<file path="config.mk">
export PLATFORM = sky130hd
export DESIGN_NAME = target_round_ctrl_flat
export DESIGN_NICKNAME = d
export VERILOG_FILES = /design/src/rtl/target_round_ctrl_pkg.sv /design/src/rtl/target_round_ctrl_if.sv /design/src/rtl/target_round_ctrl_sensor_debounce.sv /design/src/rtl/target_round_ctrl.sv /design/src/flat_wrapper.sv
export SDC_FILE = /design/constraint.sdc
export NUM_CORES = 1
export LEC_CHECK = 0
export CAP_MARGIN = 5
export CORE_ASPECT_RATIO = 0.9
export CORE_MARGIN = 2
export CORE_UTILIZATION = 45
export DETAILED_ROUTE_END_ITERATION = 8
export PLACE_DENSITY = 0.66
export SLEW_MARGIN = 20
export SYNTH_ARGS = -nofsm -noshare
export SYNTH_HDL_FRONTEND = slang
export SYNTH_SLANG_ARGS = --single-unit
</file>
<file path="constraint.sdc">
create_clock -name CLOCK_50 -period 2.1 [get_ports CLOCK_50]
set_clock_uncertainty 0.2 [all_clocks]
set_input_delay 0.315 -clock CLOCK_50 [delete_from_list [all_inputs] [get_ports CLOCK_50]]
set_output_delay 0.315 -clock CLOCK_50 [all_outputs]
set_load 0.005 [all_outputs]
</file>
<file path="src/rtl/target_round_ctrl_pkg.sv">
// Shared types and constants for the whack-a-mole round sequencer.
package target_round_ctrl_pkg;
  typedef enum logic [2:0] {
    ST_IDLE,
    ST_GAP,
    ST_SHOW,
    ST_REPORT,
    ST_RELEASE
  } state_t;

  localparam logic [1:0] RES_HIT     = 2'b00;
  localparam logic [1:0] RES_WRONG   = 2'b01;
  localparam logic [1:0] RES_TIMEOUT = 2'b10;

  localparam int DEF_TICK_DIV  = 50000;
  localparam int DEF_GAP_MS    = 300;
  localparam int DEF_WIN_L1_MS = 1500;
  localparam int DEF_WIN_L2_MS = 1000;
  localparam int DEF_WIN_L3_MS = 600;
  localparam int DEF_DEB_MS    = 8;

  // Wide enough for the longest strike window at the default timing.
  localparam int CNT_W = 12;
endpackage

</file>
<file path="src/rtl/target_round_ctrl_if.sv">
// Result record handshake between the round sequencer and the scoring logic.
interface target_round_ctrl_if;
  logic       result_valid;
  logic [1:0] result_code;
  logic [1:0] result_box;
  logic       result_ready;

  modport master (output result_valid, result_code, result_box, input result_ready);
  modport slave  (input result_valid, result_code, result_box, output result_ready);
endinterface

</file>
<file path="src/rtl/target_round_ctrl_sensor_debounce.sv">
// Tick-driven stability filter: a sensor reading counts once unchanged for DEB_MS ticks.
module target_round_ctrl_sensor_debounce #(
  parameter int DEB_MS = 8
) (
  input  logic       CLOCK_50,
  input  logic       reset,
  input  logic       clear,
  input  logic       tick,
  input  logic       raw_valid,
  input  logic [1:0] raw_box,
  output logic       stable_valid,
  output logic [1:0] stable_box,
  output logic       stable_idle
);
  localparam int DW = $clog2(DEB_MS + 1);

  logic          last_valid;
  logic [1:0]    last_box;
  logic [DW-1:0] cnt;
  logic          changed;
  logic          settled;

  // The box index only matters while something is actually being struck.
  assign changed = (raw_valid != last_valid) || (raw_valid && (raw_box != last_box));
  assign settled = (cnt == '0);

  always_ff @(posedge CLOCK_50) begin
    if (reset) begin
      last_valid <= 1'b0;
      last_box   <= 2'b00;
      cnt        <= DW'(DEB_MS);
    end else if (clear || changed) begin
      last_valid <= raw_valid;
      last_box   <= raw_box;
      cnt        <= DW'(DEB_MS);
    end else if (tick && !settled) begin
      cnt <= cnt - DW'(1);
    end
  end

  assign stable_valid = settled && last_valid;
  assign stable_idle  = settled && !last_valid;
  assign stable_box   = last_box;
endmodule

</file>
<file path="src/rtl/target_round_ctrl.sv">
// Round sequencer: picks a target box, lights it, waits for a strike or timeout,
// and hands one result record per round to the scoring logic.
//   state      | meaning
//   ST_IDLE    | game stopped, everything dark
//   ST_GAP     | dark pause before the next target
//   ST_SHOW    | target lit, waiting for a debounced strike or window expiry
//   ST_REPORT  | result record offered until accepted
//   ST_RELEASE | waiting for the sensor to read idle before the next round
module target_round_ctrl
  import target_round_ctrl_pkg::*;
#(
  parameter int TICK_DIV  = DEF_TICK_DIV,
  parameter int GAP_MS    = DEF_GAP_MS,
  parameter int WIN_L1_MS = DEF_WIN_L1_MS,
  parameter int WIN_L2_MS = DEF_WIN_L2_MS,
  parameter int WIN_L3_MS = DEF_WIN_L3_MS,
  parameter int DEB_MS    = DEF_DEB_MS
) (
  input  logic       CLOCK_50,
  input  logic       reset,
  input  logic       start_game,
  input  logic [1:0] difficulty_level,
  input  logic [2:0] lfsr_value,
  input  logic       sensor_valid,
  input  logic [1:0] sensor_box,
  output logic [3:0] target_led,
  output logic       play_sound,
  output logic       round_busy,
  target_round_ctrl_if.master res
);
  localparam int PW = (TICK_DIV > 1) ? $clog2(TICK_DIV) : 1;

  state_t           state;
  logic [PW-1:0]    presc;
  logic             tick;
  logic [CNT_W-1:0] gap_cnt;
  logic [CNT_W-1:0] win_cnt;
  logic [CNT_W-1:0] win_load;
  logic [1:0]       target;
  logic [1:0]       prev_target;
  logic [1:0]       pick;
  logic             deb_clear;
  logic             stable_valid;
  logic             stable_idle;
  logic [1:0]       stable_box;
  logic             unused_lfsr_msb;

  assign unused_lfsr_msb = lfsr_value[2];

  always_ff @(posedge CLOCK_50) begin
    if (reset) begin
      presc <= '0;
    end else if (presc == PW'(TICK_DIV - 1)) begin
      presc <= '0;
    end else begin
      presc <= presc + PW'(1);
    end
  end

  assign tick = (presc == PW'(TICK_DIV - 1));

  // Never light the same box twice in a row.
  assign pick = (lfsr_value[1:0] == prev_target) ? lfsr_value[1:0] + 2'd1 : lfsr_value[1:0];

  always_comb begin
    case (difficulty_level)
      2'd2:    win_load = CNT_W'(WIN_L2_MS);
      2'd3:    win_load = CNT_W'(WIN_L3_MS);
      default: win_load = CNT_W'(WIN_L1_MS);
    endcase
  end

  // Holding the filter cleared outside SHOW/RELEASE forces a fresh stability window on entry.
  assign deb_clear = (state != ST_SHOW) && (state != ST_RELEASE);

  target_round_ctrl_sensor_debounce #(.DEB_MS(DEB_MS)) u_debounce (
    .CLOCK_50     (CLOCK_50),
    .reset        (reset),
    .clear        (deb_clear),
    .tick         (tick),
    .raw_valid    (sensor_valid),
    .raw_box      (sensor_box),
    .stable_valid (stable_valid),
    .stable_box   (stable_box),
    .stable_idle  (stable_idle)
  );

  always_ff @(posedge CLOCK_50) begin
    if (reset) begin
      state            <= ST_IDLE;
      gap_cnt          <= '0;
      win_cnt          <= '0;
      target           <= 2'b00;
      prev_target      <= 2'b00;
      target_led       <= 4'b0000;
      play_sound       <= 1'b0;
      round_busy       <= 1'b0;
      res.result_valid <= 1'b0;
      res.result_code  <= 2'b00;
      res.result_box   <= 2'b00;
    end else begin
      play_sound <= 1'b0;
      case (state)
        ST_IDLE: begin
          target_led <= 4'b0000;
          if (start_game) begin
            gap_cnt    <= CNT_W'(GAP_MS);
            round_busy <= 1'b1;
            state      <= ST_GAP;
          end
        end
        ST_GAP: begin
          if (!start_game) begin
            round_busy <= 1'b0;
            state      <= ST_IDLE;
          end else if (gap_cnt == '0) begin
            target      <= pick;
            prev_target <= pick;
            win_cnt     <= win_load;
            target_led  <= 4'b0001 << pick;
            state       <= ST_SHOW;
          end else if (tick) begin
            gap_cnt <= gap_cnt - CNT_W'(1);
          end
        end
        ST_SHOW: begin
          if (!start_game) begin
            target_led <= 4'b0000;
            round_busy <= 1'b0;
            state      <= ST_IDLE;
          end else if (stable_valid || (win_cnt == '0)) begin
            // A strike that settles on the expiry tick still counts as a strike.
            res.result_code  <= !stable_valid ? RES_TIMEOUT :
                                (stable_box == target) ? RES_HIT : RES_WRONG;
            res.result_box   <= target;
            res.result_valid <= 1'b1;
            target_led       <= 4'b0000;
            state            <= ST_REPORT;
          end else if (tick) begin
            win_cnt <= win_cnt - CNT_W'(1);
          end
        end
        ST_REPORT: begin
          if (res.result_ready) begin
            res.result_valid <= 1'b0;
            play_sound       <= (res.result_code == RES_HIT);
            state            <= ST_RELEASE;
          end
        end
        ST_RELEASE: begin
          if (stable_idle) begin
            if (start_game) begin
              gap_cnt <= CNT_W'(GAP_MS);
              state   <= ST_GAP;
            end else begin
              round_busy <= 1'b0;
              state      <= ST_IDLE;
            end
          end
        end
        default: begin
          round_busy <= 1'b0;
          state      <= ST_IDLE;
        end
      endcase
    end
  end
endmodule

</file>
<file path="src/flat_wrapper.sv">
// flat-port wrapper written by rule: the top's interface ports become plain ports
module target_round_ctrl_flat import target_round_ctrl_pkg::*;
#(
  parameter int TICK_DIV  = DEF_TICK_DIV,
  parameter int GAP_MS    = DEF_GAP_MS,
  parameter int WIN_L1_MS = DEF_WIN_L1_MS,
  parameter int WIN_L2_MS = DEF_WIN_L2_MS,
  parameter int WIN_L3_MS = DEF_WIN_L3_MS,
  parameter int DEB_MS    = DEF_DEB_MS
)
  (CLOCK_50, reset, start_game, difficulty_level, lfsr_value, sensor_valid, sensor_box, target_led, play_sound, round_busy, res_result_valid, res_result_code, res_result_box, res_result_ready);
  target_round_ctrl_if res_i ();
  input  logic CLOCK_50;
  input  logic reset;
  input  logic start_game;
  input  logic [1:0] difficulty_level;
  input  logic [2:0] lfsr_value;
  input  logic sensor_valid;
  input  logic [1:0] sensor_box;
  output logic [3:0] target_led;
  output logic play_sound;
  output logic round_busy;
  output wire logic [$bits(res_i.result_valid)-1:0] res_result_valid;
  output wire logic [$bits(res_i.result_code)-1:0] res_result_code;
  output wire logic [$bits(res_i.result_box)-1:0] res_result_box;
  input wire logic [$bits(res_i.result_ready)-1:0] res_result_ready;
  assign res_result_valid = res_i.result_valid;
  assign res_result_code = res_i.result_code;
  assign res_result_box = res_i.result_box;
  assign res_i.result_ready = res_result_ready;
  target_round_ctrl #(.TICK_DIV(TICK_DIV), .GAP_MS(GAP_MS), .WIN_L1_MS(WIN_L1_MS), .WIN_L2_MS(WIN_L2_MS), .WIN_L3_MS(WIN_L3_MS), .DEB_MS(DEB_MS)) u_core (.CLOCK_50(CLOCK_50), .reset(reset), .start_game(start_game), .difficulty_level(difficulty_level), .lfsr_value(lfsr_value), .sensor_valid(sensor_valid), .sensor_box(sensor_box), .target_led(target_led), .play_sound(play_sound), .round_busy(round_busy), .res(res_i));
endmodule
</file>
# Yosys cells after proc, flatten, opt, wreduce, memory -nomap -nowiden
# Index checks and enable logic that the tools add are counted.
# word_totals
reg_bits	63
in_bits	12
word_cells	117
# classes
bitwise	2
addsub	5
n_reduce_logical	31
n_mux	38
eq_ne	26
n_shift	1
# ops
op	n
2-to-1 mux 12 bit	10
one-hot mux 12 bit (3 select lines)	1
logical NOT 12 bit	2
one-hot mux 12 bit (2 select lines)	1
subtractor 12 x 1 -> 12 bit (second input constant)	2
one-hot mux 11 bit (2 select lines)	1
2-to-1 mux 3 bit	7
adder 16 x 1 -> 16 bit (second input constant)	1
== test 16 bit (second input constant)	1
2-to-1 mux 4 bit	4
!= test 2 bit (second input constant)	8
one-hot mux 3 bit (5 select lines)	1
one-hot mux 4 bit (3 select lines)	1
AND reduction 5 bit	2
!= test 3 x 2 -> 1 bit (second input constant)	3
AND reduction 3 bit	3
2-to-1 mux 1 bit	8
AND reduction 4 bit	2
== test 3 x 2 -> 1 bit (second input constant)	2
!= test 2 x 1 -> 1 bit (second input constant)	3
AND reduction 6 bit	1
nonzero test 3 bit	2
OR reduction 2 bit	3
logical AND 1 bit	5
other kinds (21)	29

# Logic depth before layout (Yosys ltp)
# Gate-level depths: netlist (run 1).
# depth
depth_word	6
mapped_depth	8
mapped_depth_nobuf	7

# Modules after synthesis
# Synthesis (run 1) repeated with hierarchy kept, for this count alone.
# hier_totals
hier_cells	419
hier_area_um2	3364.5
# modules_own_cells
module	area_per_inst_um2	cells_per_inst	seq_area_each_um2	n_inst
target_round_ctrl	3022.9	381	1121.1	1
target_round_ctrl_sensor_debounce	341.6	38	140.1	1

# Worst setup path before layout (run 1)
# Ideal clock, no wire load.
# synth_timing
path_type	reg-to-reg
from	reg u_core.u_debounce.cnt[0]
to	reg u_core.gap_cnt[2]
setup_time_ns	0.091
path_stages_with_launch	8
slack_ns	-0.089
arrival_time_ns	1.898
required_time_ns	1.809
path_cell_list	dfxtp_1 inv_1 ha_1 nor4b_1 a22oi_1 a311oi_2 a21oi_1 a311oi_1
# synth_between
elab_chain_cells	4
# synth_rtl
element	line	source
from (decl)	target_round_ctrl_sensor_debounce.sv:19	logic [DW-1:0] cnt;
from (signal assigned)	target_round_ctrl_sensor_debounce.sv:31	cnt <= DW'(DEB_MS);
from (signal assigned)	target_round_ctrl_sensor_debounce.sv:35	cnt <= DW'(DEB_MS);
from (signal assigned)	target_round_ctrl_sensor_debounce.sv:37	cnt <= cnt - DW'(1);
logical NOT 4 bit	target_round_ctrl_sensor_debounce.sv:25	assign settled = (cnt == '0);
logical AND 1 bit	target_round_ctrl_sensor_debounce.sv:42	assign stable_idle = settled && !last_valid;
!= test 2 x 1 -> 1 bit (no line)	--	
AND reduction 5 bit (no line)	--	
to (signal assigned)	target_round_ctrl.sv:107	gap_cnt <= CNT_W'(GAP_MS);
to (signal assigned)	target_round_ctrl.sv:123	gap_cnt <= gap_cnt - CNT_W'(1);
to (signal assigned)	target_round_ctrl.sv:153	gap_cnt <= CNT_W'(GAP_MS);
to (decl)	target_round_ctrl.sv:36	logic [CNT_W-1:0] gap_cnt;
# Every way passes these cells.
# A chain may end at the register's enable or synchronous reset.

# Worst setup path in the final report (run 1)
# layout_timing
from	reg u_core.presc[13]
to	reg u_core.gap_cnt[9]
# layout_between
elab_chain_cells	3
# layout_rtl
element	line	source
from (decl)	target_round_ctrl.sv:34	logic [PW-1:0] presc;
from (signal assigned)	target_round_ctrl.sv:56	presc <= presc + PW'(1);
== test 16 bit	target_round_ctrl.sv:60	assign tick = (presc == PW'(TICK_DIV - 1));
!= test 2 bit (no line)	--	
AND reduction 5 bit (no line)	--	
# Every way passes these cells.

==> impl_metrics.env, run 1 <==
export IMPL_synthMuxAreaShare_pct=3.225
export IMPL_final_setup_viol_count=13
export IMPL_netlist_instances=409
export IMPL_insertedDiodeCount=0
export IMPL_hp_class="reg2reg"
export IMPL_synth_common_cells="dfxtp_1 (63), nor2_1 (54), a21oi_1 (29), nand2_1 (24), nand3_1 (19)"
export IMPL_final_max_slew_viol_count=0
export IMPL_synth_nets=428
export IMPL_coreArea_um2=7432
export IMPL_synthAdderAreaFrac_pct=2.565
export IMPL_die_w_um=95.82
export IMPL_maxSlewHeadroom_pct=71.75
export IMPL_fin_cells=639
export IMPL_synth_ff_type="dfxtp_1"
export IMPL_violations="negative setup slack"
export IMPL_antenna_left=0
export IMPL_start_util_pct=45.94
export IMPL_synthTopCellsByArea="dfxtp_1 (37%), nor2_1 (5.9%), a21oi_1 (4.3%), xor2_1 (4.1%), mux2i_1 (3.2%)"
export IMPL_cts_hold_buf=0
export IMPL_path_cells="or4_4 > nor4_4 > nand3_2 > or4_4 > o31ai_2"
export IMPL_cpPeakStageDelay_ps=560
export IMPL_nNetsFinal=559
export IMPL_dp_hpwl_um=6646
export IMPL_cts_clk_slew_worst_paths_ps=70
export IMPL_fin_setup_tns_ps=-751.5
export IMPL_arrival_ps=2300
export IMPL_io_buffers=21
export IMPL_path_class="reg2reg"
export IMPL_pre_cts_ws_ps=-259.9
export IMPL_cts_tree="done"
export IMPL_routabilityCongestion=0.9382
export IMPL_fin_util_pct=67.78
export IMPL_post_route_worst_setup_slack_ps=-141.9
export IMPL_yosysTopAreaCell="dfxtp_1"
export IMPL_max_cap_viol_count=0
export IMPL_worst_pin_slew_ps=411.9
export IMPL_yosysWarnings=0
export IMPL_crit_slowest_cell="or4_4"
export IMPL_rsz0062_at_grt="true"
export IMPL_die_area_um2=8302
export IMPL_syn_area_per_cell_um2=8.348
export IMPL_syn2layout_area_growth_pct=47.53
export IMPL_synth_yosys_seq_area_share_pct=36.94
export IMPL_ys_ff_latch=63
export IMPL_critPathMaxFanout=3
export IMPL_drt_total_wl_um=9519
export IMPL_hold_ws_ps=263.7
export IMPL_synth_compound_area_share_pct=16.38
export IMPL_place_area_um2=4462
export IMPL_async_flop_share_pct=0
export IMPL_cts_buffers_inserted=9
export IMPL_synth_edff_count=0
export IMPL_synth_top_area_share_pct=36.94
export IMPL_period_needed_ps=2242
export IMPL_clk_latency_ps=330
export IMPL_synth_simple_gate_area_share_pct=31.84
export IMPL_numClockSinks=63
export IMPL_avgRoutedWirePerCell_um=14.90
export IMPL_path_common_cell="or4_4"
export IMPL_ir_worst_vdd_v=0.0003959
export IMPL_post_route_cell_area_um2=5037
export IMPL_required_ps=2160
export IMPL_max_freq_ghz=0.4461
export IMPL_critPathCaptureType="register"
export IMPL_dpl_cell_count=611
export IMPL_power_total_mw=3.350
export IMPL_grt_pass1_vias=3262
export IMPL_power_density_nw_per_um2=665.1
export IMPL_path_delay_family="simple AND/OR/NAND/NOR gates"
export IMPL_grt_usage_pct=23.14
export IMPL_outcome="finished with violations"
export IMPL_grt_pass1_wl_um=15260
export IMPL_overflow=0
export IMPL_clk_path_buf_depth=2
export IMPL_htreeDepth=3
export IMPL_viasPerCell=5.573
export IMPL_rows=30
export IMPL_hold_viol_final=0
export IMPL_detail_route_first_pass_iterations=4
export IMPL_drcViolationCount=0
export IMPL_period_share_pct=106.8
export IMPL_ys_types=64
export IMPL_ios=23
export IMPL_first_iter_violations=97
export IMPL_synth_xor_area_share_pct=5.900
export IMPL_root_buffer="clkbuf_8"
export IMPL_die_height_um=86.64
export IMPL_timing_critical_path_buf_inv=0
export IMPL_synth_cell_area_um2=3415
export IMPL_antenna_found_initial=0
export IMPL_p_leak_nw=2.052
export IMPL_drive_gt1_share_pct=34.99
export IMPL_grt_max_degree=15
export IMPL_synth_top_family_by_area="simple AND/OR/NAND/NOR gates"
export IMPL_yosysMostFrequentCell="dfxtp_1"
export IMPL_start_kind="register"
export IMPL_num_vias=3561
[report_power, final]
| part | switching (mW) | internal, mW |
|---|---|---|
| registers | 0.0476 | 1.25 |
| clock network | 0.439 | 0.479 |
| logic | 0.566 | 0.569 |
| total | 1.05 | 2.30 |
[metal layers]
metal	GRT usage [%]	share of wire (%)	up-vias
met5	0	0	-
met4	8.831	1.5	0
met3	3.391	3.9	16
met2	36.36	47	87
met1	32.12	47	1697
li1	-	-	1761
[logic make-up after synthesis]
group | Yosys count
compound gates | 85
mux | 11
simple gates | 192
fa+ha+maj | 7
flops | 63
xor+xnor | 23
buf+inv | 28
[area by class of cell]
type                    instances  area (µm²)
inverters                      13       48.80
clock inverters                 1       5.005
fillers                       594        2395
repair buffers                135        1104
clock buffers                  13       158.9
well taps                      96       120.1
flip-flops and latches         63        1267
multi-input cells             318        2333
[final timing paths]
| path | from | endpoint | slack [ps] | cells after the start |
|---|---|---|---|---|
| hold reg to reg | u_core.round_busy | u_core.round_busy | 260 | 2 |
| setup / recovery | u_core.presc[13] | u_core.gap_cnt[9] | -140 | 5 |
| setup reg to reg | u_core.presc[13] | u_core.gap_cnt[9] | -140 | 5 |
| hold / removal | u_core.round_busy | u_core.round_busy | 260 | 2 |
[repair_timing]
item,CTS,global route
setup buffers,5,13
pin swaps,14,22
setup endpoints to repair,20,36
resized for setup,24,42
endpoints found under the hold margin,0,0
[registers in the layout, indices dropped and copies added (netlist names)]
signal and cells:
u_core.u_debounce.cnt 4, u_core.gap_cnt 12, u_core.target 2, u_core.res.result_box 2
u_core.res.result_valid 1, u_core.target_led 4, u_core.play_sound 1, u_core.round_busy 1
u_core.state 3, u_core.u_debounce.last_valid 1, u_core.res.result_code 2, u_core.win_cnt 12
u_core.presc 16, u_core.u_debounce.stable_box 2
[cell usage in the layout (no fill, tap or decap), drive strengths merged, types with 5 or more instances in the layout]
cell           netlist  routed
a21oi               29      29
a311oi               6       6
a31oi                6       6
and3                 7       7
buf                  3     114
clkbuf              12      13
clkdlybuf4s50        0      21
dfxtp               63      63
ha                   7       7
inv                 13      13
mux2i               11      11
nand2               24      24
nand2b               7       7
nand3               20      20
nand4               10      10
nor2                54      54
nor3                19      19
nor3b                6       6
nor4                10      10
o21ai               17      17
or2                  5       5
or4                  7       7
xnor2                7       7
xor2                16      16
[worst min-delay path: stages (launching register included)]
cell	delay, ps
dfxtp_1	320
nand2_1	50
a21oi_1	50
Power figures use the tool's default switching activity.
==> run 2, diff against run 1 <==
--- a/config.mk
+++ b/config.mk
@@ -7,10 +7,10 @@
 export LEC_CHECK = 0
 export CAP_MARGIN = 5
 export CORE_ASPECT_RATIO = 0.9
-export CORE_MARGIN = 2
+export CORE_MARGIN = 3
 export CORE_UTILIZATION = 45
 export DETAILED_ROUTE_END_ITERATION = 8
-export PLACE_DENSITY = 0.66
+export PLACE_DENSITY = 0.76
 export SLEW_MARGIN = 20
 export SYNTH_ARGS = -nofsm -noshare
 export SYNTH_HDL_FRONTEND = slang
==> run 2 against run 1 <==
Compared with the run above: the flow still finishes with violations (negative setup slack); flip-flop and latch count did not move; combinational power rose by 9%; worst hold slack worse by 8.4 ps; first-iteration DRC count rose to 3.2 times the previous value; sequential power about the same; sequential share of layout area fell by 0.57 points; highest routed layer unchanged.
==> impl_metrics.env, run 2 (synthesized netlist as in run 1, its figures left out) <==
export IMPL_path_class="reg2reg"
export IMPL_violations="negative setup slack"
export IMPL_cts_hold_buf=0
export IMPL_hp_class="reg2reg"
export IMPL_io_buffers=21
export IMPL_maxSlewHeadroom_pct=64.65
export IMPL_grt_max_degree=21
export IMPL_coreArea_um2=7221
export IMPL_period_share_pct=107.2
export IMPL_antenna_left=0
export IMPL_die_height_um=88.64
export IMPL_place_area_um2=4496
export IMPL_post_route_cell_area_um2=5150
export IMPL_cts_clk_slew_worst_paths_ps=70
export IMPL_rsz0062_at_grt="true"
export IMPL_nNetsFinal=565
export IMPL_die_area_um2=8671
export IMPL_hold_ws_ps=255.3
export IMPL_outcome="finished with violations"
export IMPL_clk_latency_ps=350
export IMPL_fin_util_pct=71.32
export IMPL_cts_tree="done"
export IMPL_critPathCaptureType="register"
export IMPL_fin_cells=642
export IMPL_drcViolationCount=0
export IMPL_fin_setup_tns_ps=-943.1
export IMPL_top_register="u_core.presc"
export IMPL_final_setup_viol_count=19
export IMPL_numClockSinks=63
export IMPL_start_kind="register"
export IMPL_detail_route_first_pass_iterations=5
export IMPL_rows=29
export IMPL_mostFrequentLayoutCells="buf_4 (109), dfxtp_1 (59), nor2_1 (52)"
export IMPL_routabilityCongestion=0.9539
export IMPL_required_ps=2190
export IMPL_die_w_um=97.82
export IMPL_reg_largest_list="u_core.presc: 16 flops, u_core.gap_cnt: 12 flops, u_core.win_cnt: 12 flops"
export IMPL_viasPerCell=5.977
export IMPL_clk_path_buf_depth=2
export IMPL_ir_worst_vdd_v=0.0003912
export IMPL_arrival_ps=2340
export IMPL_num_vias=3837
export IMPL_grt_pass1_vias=3568
export IMPL_period_needed_ps=2252
export IMPL_insertedDiodeCount=0
export IMPL_grt_usage_pct=23.38
export IMPL_critPathMaxFanout=3
export IMPL_dp_hpwl_um=7025
export IMPL_max_cap_viol_count=0
export IMPL_start_util_pct=47.29
export IMPL_final_max_slew_viol_count=0
export IMPL_syn2layout_area_growth_pct=50.82
export IMPL_grt_pass1_wl_um=16450
export IMPL_drive_gt1_share_pct=36.79
export IMPL_overflow=0
export IMPL_drt_total_wl_um=11060
export IMPL_nFillCells=489
export IMPL_htreeDepth=3
export IMPL_max_freq_ghz=0.4441
export IMPL_avgRoutedWirePerCell_um=17.22
export IMPL_largest_reg_flops=16
export IMPL_worst_pin_slew_ps=526.3
export IMPL_p_leak_nw=2.118
export IMPL_root_buffer="clkbuf_8"
export IMPL_cts_buffers_inserted=9
export IMPL_power_density_nw_per_um2=693.9
export IMPL_first_iter_violations=306
export IMPL_power_total_mw=3.573
export IMPL_pre_cts_ws_ps=-292.2
export IMPL_dpl_cell_count=613
export IMPL_ios=23
export IMPL_post_route_worst_setup_slack_ps=-151.7
export IMPL_hold_viol_final=0
export IMPL_antenna_found_initial=0
export IMPL_final_common_cell="buf_4"
-- run 2: what timing repair did --
action	in CTS	in global routing
resized for setup	31	50
pin swaps	15	26
setup endpoints to repair	29	39
gates cloned	0	1
hold endpoints to repair	0	0
setup buffers	7	13
-- run 2: per-layer routing --
| layer | up-vias | track usage [%] | wire (µm) |
|---|---|---|---|
| met3 | 48 | 6.383 | 741 |
| met2 | 165 | 40.67 | 5483 |
| met5 | - | 0 | 0 |
| met1 | 1840 | 28.17 | 4484 |
| met4 | 0 | 8.050 | 348 |
| li1 | 1784 | - | - |
-- run 2: path summary, 6_finish.rpt --
| check | start | slack, ps | cells past startpoint | to |
|---|---|---|---|---|
| worst max-delay path | u_core.presc[13] | -150 | 6 | u_core.win_cnt[11] |
| worst min-delay path | u_core.res.result_code[0] | 260 | 1 | u_core.play_sound |
| worst max register to register | u_core.presc[13] | -150 | 6 | u_core.win_cnt[11] |
| worst min register to register | u_core.res.result_code[0] | 260 | 1 | u_core.play_sound |
-- run 2: power by group --
group / leakage, nW / switching (mW) / internal (mW)
Combinational: 1.51 / 0.627 / 0.606
Sequential: 0.513 / 0.0485 / 1.25
Clock: 0.0940 / 0.480 / 0.563
-- run 2: final cells by class --
class,count,area [µm²],share of cell area [%]
Clock buffer,10,137.6,2.672
Clock inverter,4,47.55,0.9232
Inverter,13,48.80,0.9475
Multi-Input combinational cell,319,2392,46.45
Sequential cell,63,1266,24.59
Tap cell,93,116.4,2.259
Timing Repair Buffer,140,1141,22.16
-- run 2: critical path, stage by stage, from the launching register on --
cell	delay, ps
dfxtp_2	330
or4_4	570
nor4_4	280
buf_4	190
nand3_4	60
or4_4	490
nand3_2	80
==> run 3, diff against run 2 <==
--- a/config.mk
+++ b/config.mk
@@ -7,10 +7,11 @@
 export LEC_CHECK = 0
 export CAP_MARGIN = 5
 export CORE_ASPECT_RATIO = 0.9
-export CORE_MARGIN = 3
 export CORE_UTILIZATION = 45
+export CTS_BUF_LIST = sky130_fd_sc_hd__clkbuf_16
 export DETAILED_ROUTE_END_ITERATION = 8
 export PLACE_DENSITY = 0.76
+export REMOVE_ABC_BUFFERS = 1
 export SLEW_MARGIN = 20
 export SYNTH_ARGS = -nofsm -noshare
 export SYNTH_HDL_FRONTEND = slang
==> run 3 against run 2 <==
Compared with the run above: the run still ends with negative setup slack left; first-iteration DRC count decreased by 25%; combinational power decreased by 8%; count of clock-buffer cells in the layout decreased by 1; non-clock buffer count decreased by 4; via count decreased by 3.9%; routed wire length decreased by 3.3%; critical path depth decreased by 1.
==> impl_metrics.env, run 3 (synthesized netlist as in run 1, its figures left out) <==
export IMPL_path_class="reg2reg"
export IMPL_antenna_left=0
export IMPL_htreeDepth=3
export IMPL_top_register="u_core.presc"
export IMPL_ios=23
export IMPL_path_cells="or4_4 > nor4_4 > nand3_2 > or4_4 > o31ai_2"
export IMPL_die_area_um2=7941
export IMPL_timing_critical_path_buf_inv=0
export IMPL_mostFrequentLayoutCells="buf_4 (102), dfxtp_1 (56), nor2_1 (51)"
export IMPL_fin_util_pct=72.29
export IMPL_final_common_cell="buf_4"
export IMPL_p_comb_share_pct=30.0
export IMPL_period_needed_ps=2255
export IMPL_die_w_um=93.82
export IMPL_numClockSinks=63
export IMPL_rsz0062_at_grt="true"
export IMPL_cts_tree="done"
export IMPL_start_kind="register"
export IMPL_num_vias=3688
export IMPL_clk_path_buf_depth=2
export IMPL_drcViolationCount=0
export IMPL_clk_latency_ps=330
export IMPL_crit_slowest_cell="or4_4"
export IMPL_grt_usage_pct=26.30
export IMPL_viasPerCell=5.772
export IMPL_largest_reg_flops=16
export IMPL_root_buffer="clkbuf_16"
export IMPL_power_frac_seq_pct=34.4
export IMPL_routabilityCongestion=0.9000
export IMPL_grt_pass1_vias=3618
export IMPL_io_buffers=21
export IMPL_outcome="finished with violations"
export IMPL_p_switching_mw=1.198
export IMPL_pre_cts_ws_ps=-430.1
export IMPL_required_ps=2150
export IMPL_avgRoutedWirePerCell_um=16.73
export IMPL_insertedDiodeCount=0
export IMPL_critPathCaptureType="register"
export IMPL_first_iter_violations=228
export IMPL_rrSetupSlack_ps=-150
export IMPL_coreArea_um2=7184
export IMPL_hold_viol_final=0
export IMPL_p_leak_nw=2.124
export IMPL_max_freq_ghz=0.4435
export IMPL_nNetsFinal=560
export IMPL_cpPeakStageDelay_ps=560
export IMPL_syn2layout_area_growth_pct=52.11
export IMPL_hold_ws_ps=263.3
export IMPL_violations="negative setup slack"
export IMPL_power_density_nw_per_um2=727.2
export IMPL_grt_max_degree=28
export IMPL_dp_hpwl_um=6864
export IMPL_fin_setup_tns_ps=-814.7
export IMPL_detail_route_first_pass_iterations=4
export IMPL_rows=29
export IMPL_period_share_pct=107.4
export IMPL_path_common_cell="or4_4"
export IMPL_final_setup_viol_count=15
export IMPL_die_height_um=84.64
export IMPL_path_delay_family="simple AND/OR/NAND/NOR gates"
export IMPL_nFillCells=519
export IMPL_ir_worst_vdd_v=0.0004776
export IMPL_critPathMaxFanout=3
export IMPL_reg_largest_list="u_core.presc: 16 flops, u_core.gap_cnt: 12 flops, u_core.win_cnt: 12 flops"
export IMPL_hp_class="reg2reg"
export IMPL_final_max_slew_viol_count=0
export IMPL_overflow=0
export IMPL_cts_buffers_inserted=9
export IMPL_swShare_pct=31.70
export IMPL_maxSlewHeadroom_pct=66.34
export IMPL_grt_pass1_wl_um=16390
export IMPL_antenna_found_initial=0
export IMPL_clkPwrFrac_pct=35.6
export IMPL_internal_power_mw=2.580
export IMPL_max_cap_viol_count=0
export IMPL_cts_clk_slew_worst_paths_ps=50
export IMPL_drt_total_wl_um=10690
export IMPL_arrival_ps=2310
export IMPL_start_util_pct=47.53
export IMPL_drive_gt1_share_pct=37.18
export IMPL_worst_pin_slew_ps=500.2
export IMPL_post_route_worst_setup_slack_ps=-154.6
run 3: power by group through the flow:
stage	clock [mW]	sequential [mW]	combinational, mW
2_1_floorplan	0	1.34	0.461
3_3_place_gp	0	1.31	0.876
3_5_place_dp	0	1.31	0.901
4_1_cts	1.35	1.29	0.988
5_1_grt	1.41	1.30	1.21
6_report	1.35	1.30	1.13
run 3: final timing paths:
kind | startpoint | to | cells after the start
max reg2reg | u_core.presc[13] | u_core.gap_cnt[9] | 5
min reg2reg | u_core.round_busy | u_core.round_busy | 2
min | u_core.round_busy | u_core.round_busy | 2
max | u_core.presc[13] | u_core.gap_cnt[9] | 5
run 3: layer usage:
layer  up-vias  global-route usage [%]  routed length (µm)
met5         -                       0                   0
met4         0                   8.811                 314
met3        33                   6.793                 615
met2       132                   45.92                5354
met1      1753                   31.09                4407
li1       1770                       -                   -
run 3: cell type report:
| cell class | instances | area, µm² | area share, % |
|---|---|---|---|
| well taps | 93 | 116.4 | 2.240 |
| flip-flops and latches | 63 | 1270 | 24.45 |
| clock buffers | 9 | 225.2 | 4.336 |
| clock inverters | 7 | 41.29 | 0.7950 |
| inverters | 13 | 48.80 | 0.9395 |
| repair buffers | 136 | 1139 | 21.92 |
| multi-input cells | 318 | 2354 | 45.31 |
run 3: worst register-to-register path, stage by stage, from the launching register on:
cell     delay, ps
dfxtp_2        330
or4_4          560
nor4_4         260
nand3_2        140
or4_4          520
o31ai_2        170
run 3: repair_timing:
item,in CTS,in global routing
pin swaps,10,13
buffers inserted,14,7
gates resized for setup,38,45
setup endpoints to repair,31,32
hold buffers,0,0
endpoints found under the hold margin,0,0
run 3: metrics by stage:
| step | total power, mW | instance area (µm²) | std cells |
|---|---|---|---|
| 5_1_grt | 3.917 | 5194 | 639 |
| 3_5_place_dp | 2.216 | 4415 | 604 |
| 6_report | 3.777 | 5194 | 639 |
| 4_1_cts | 3.635 | 4947 | 634 |
| 3_3_place_gp | 2.189 | 4415 | 604 |
| 2_1_floorplan | 1.799 | 3356 | 394 |
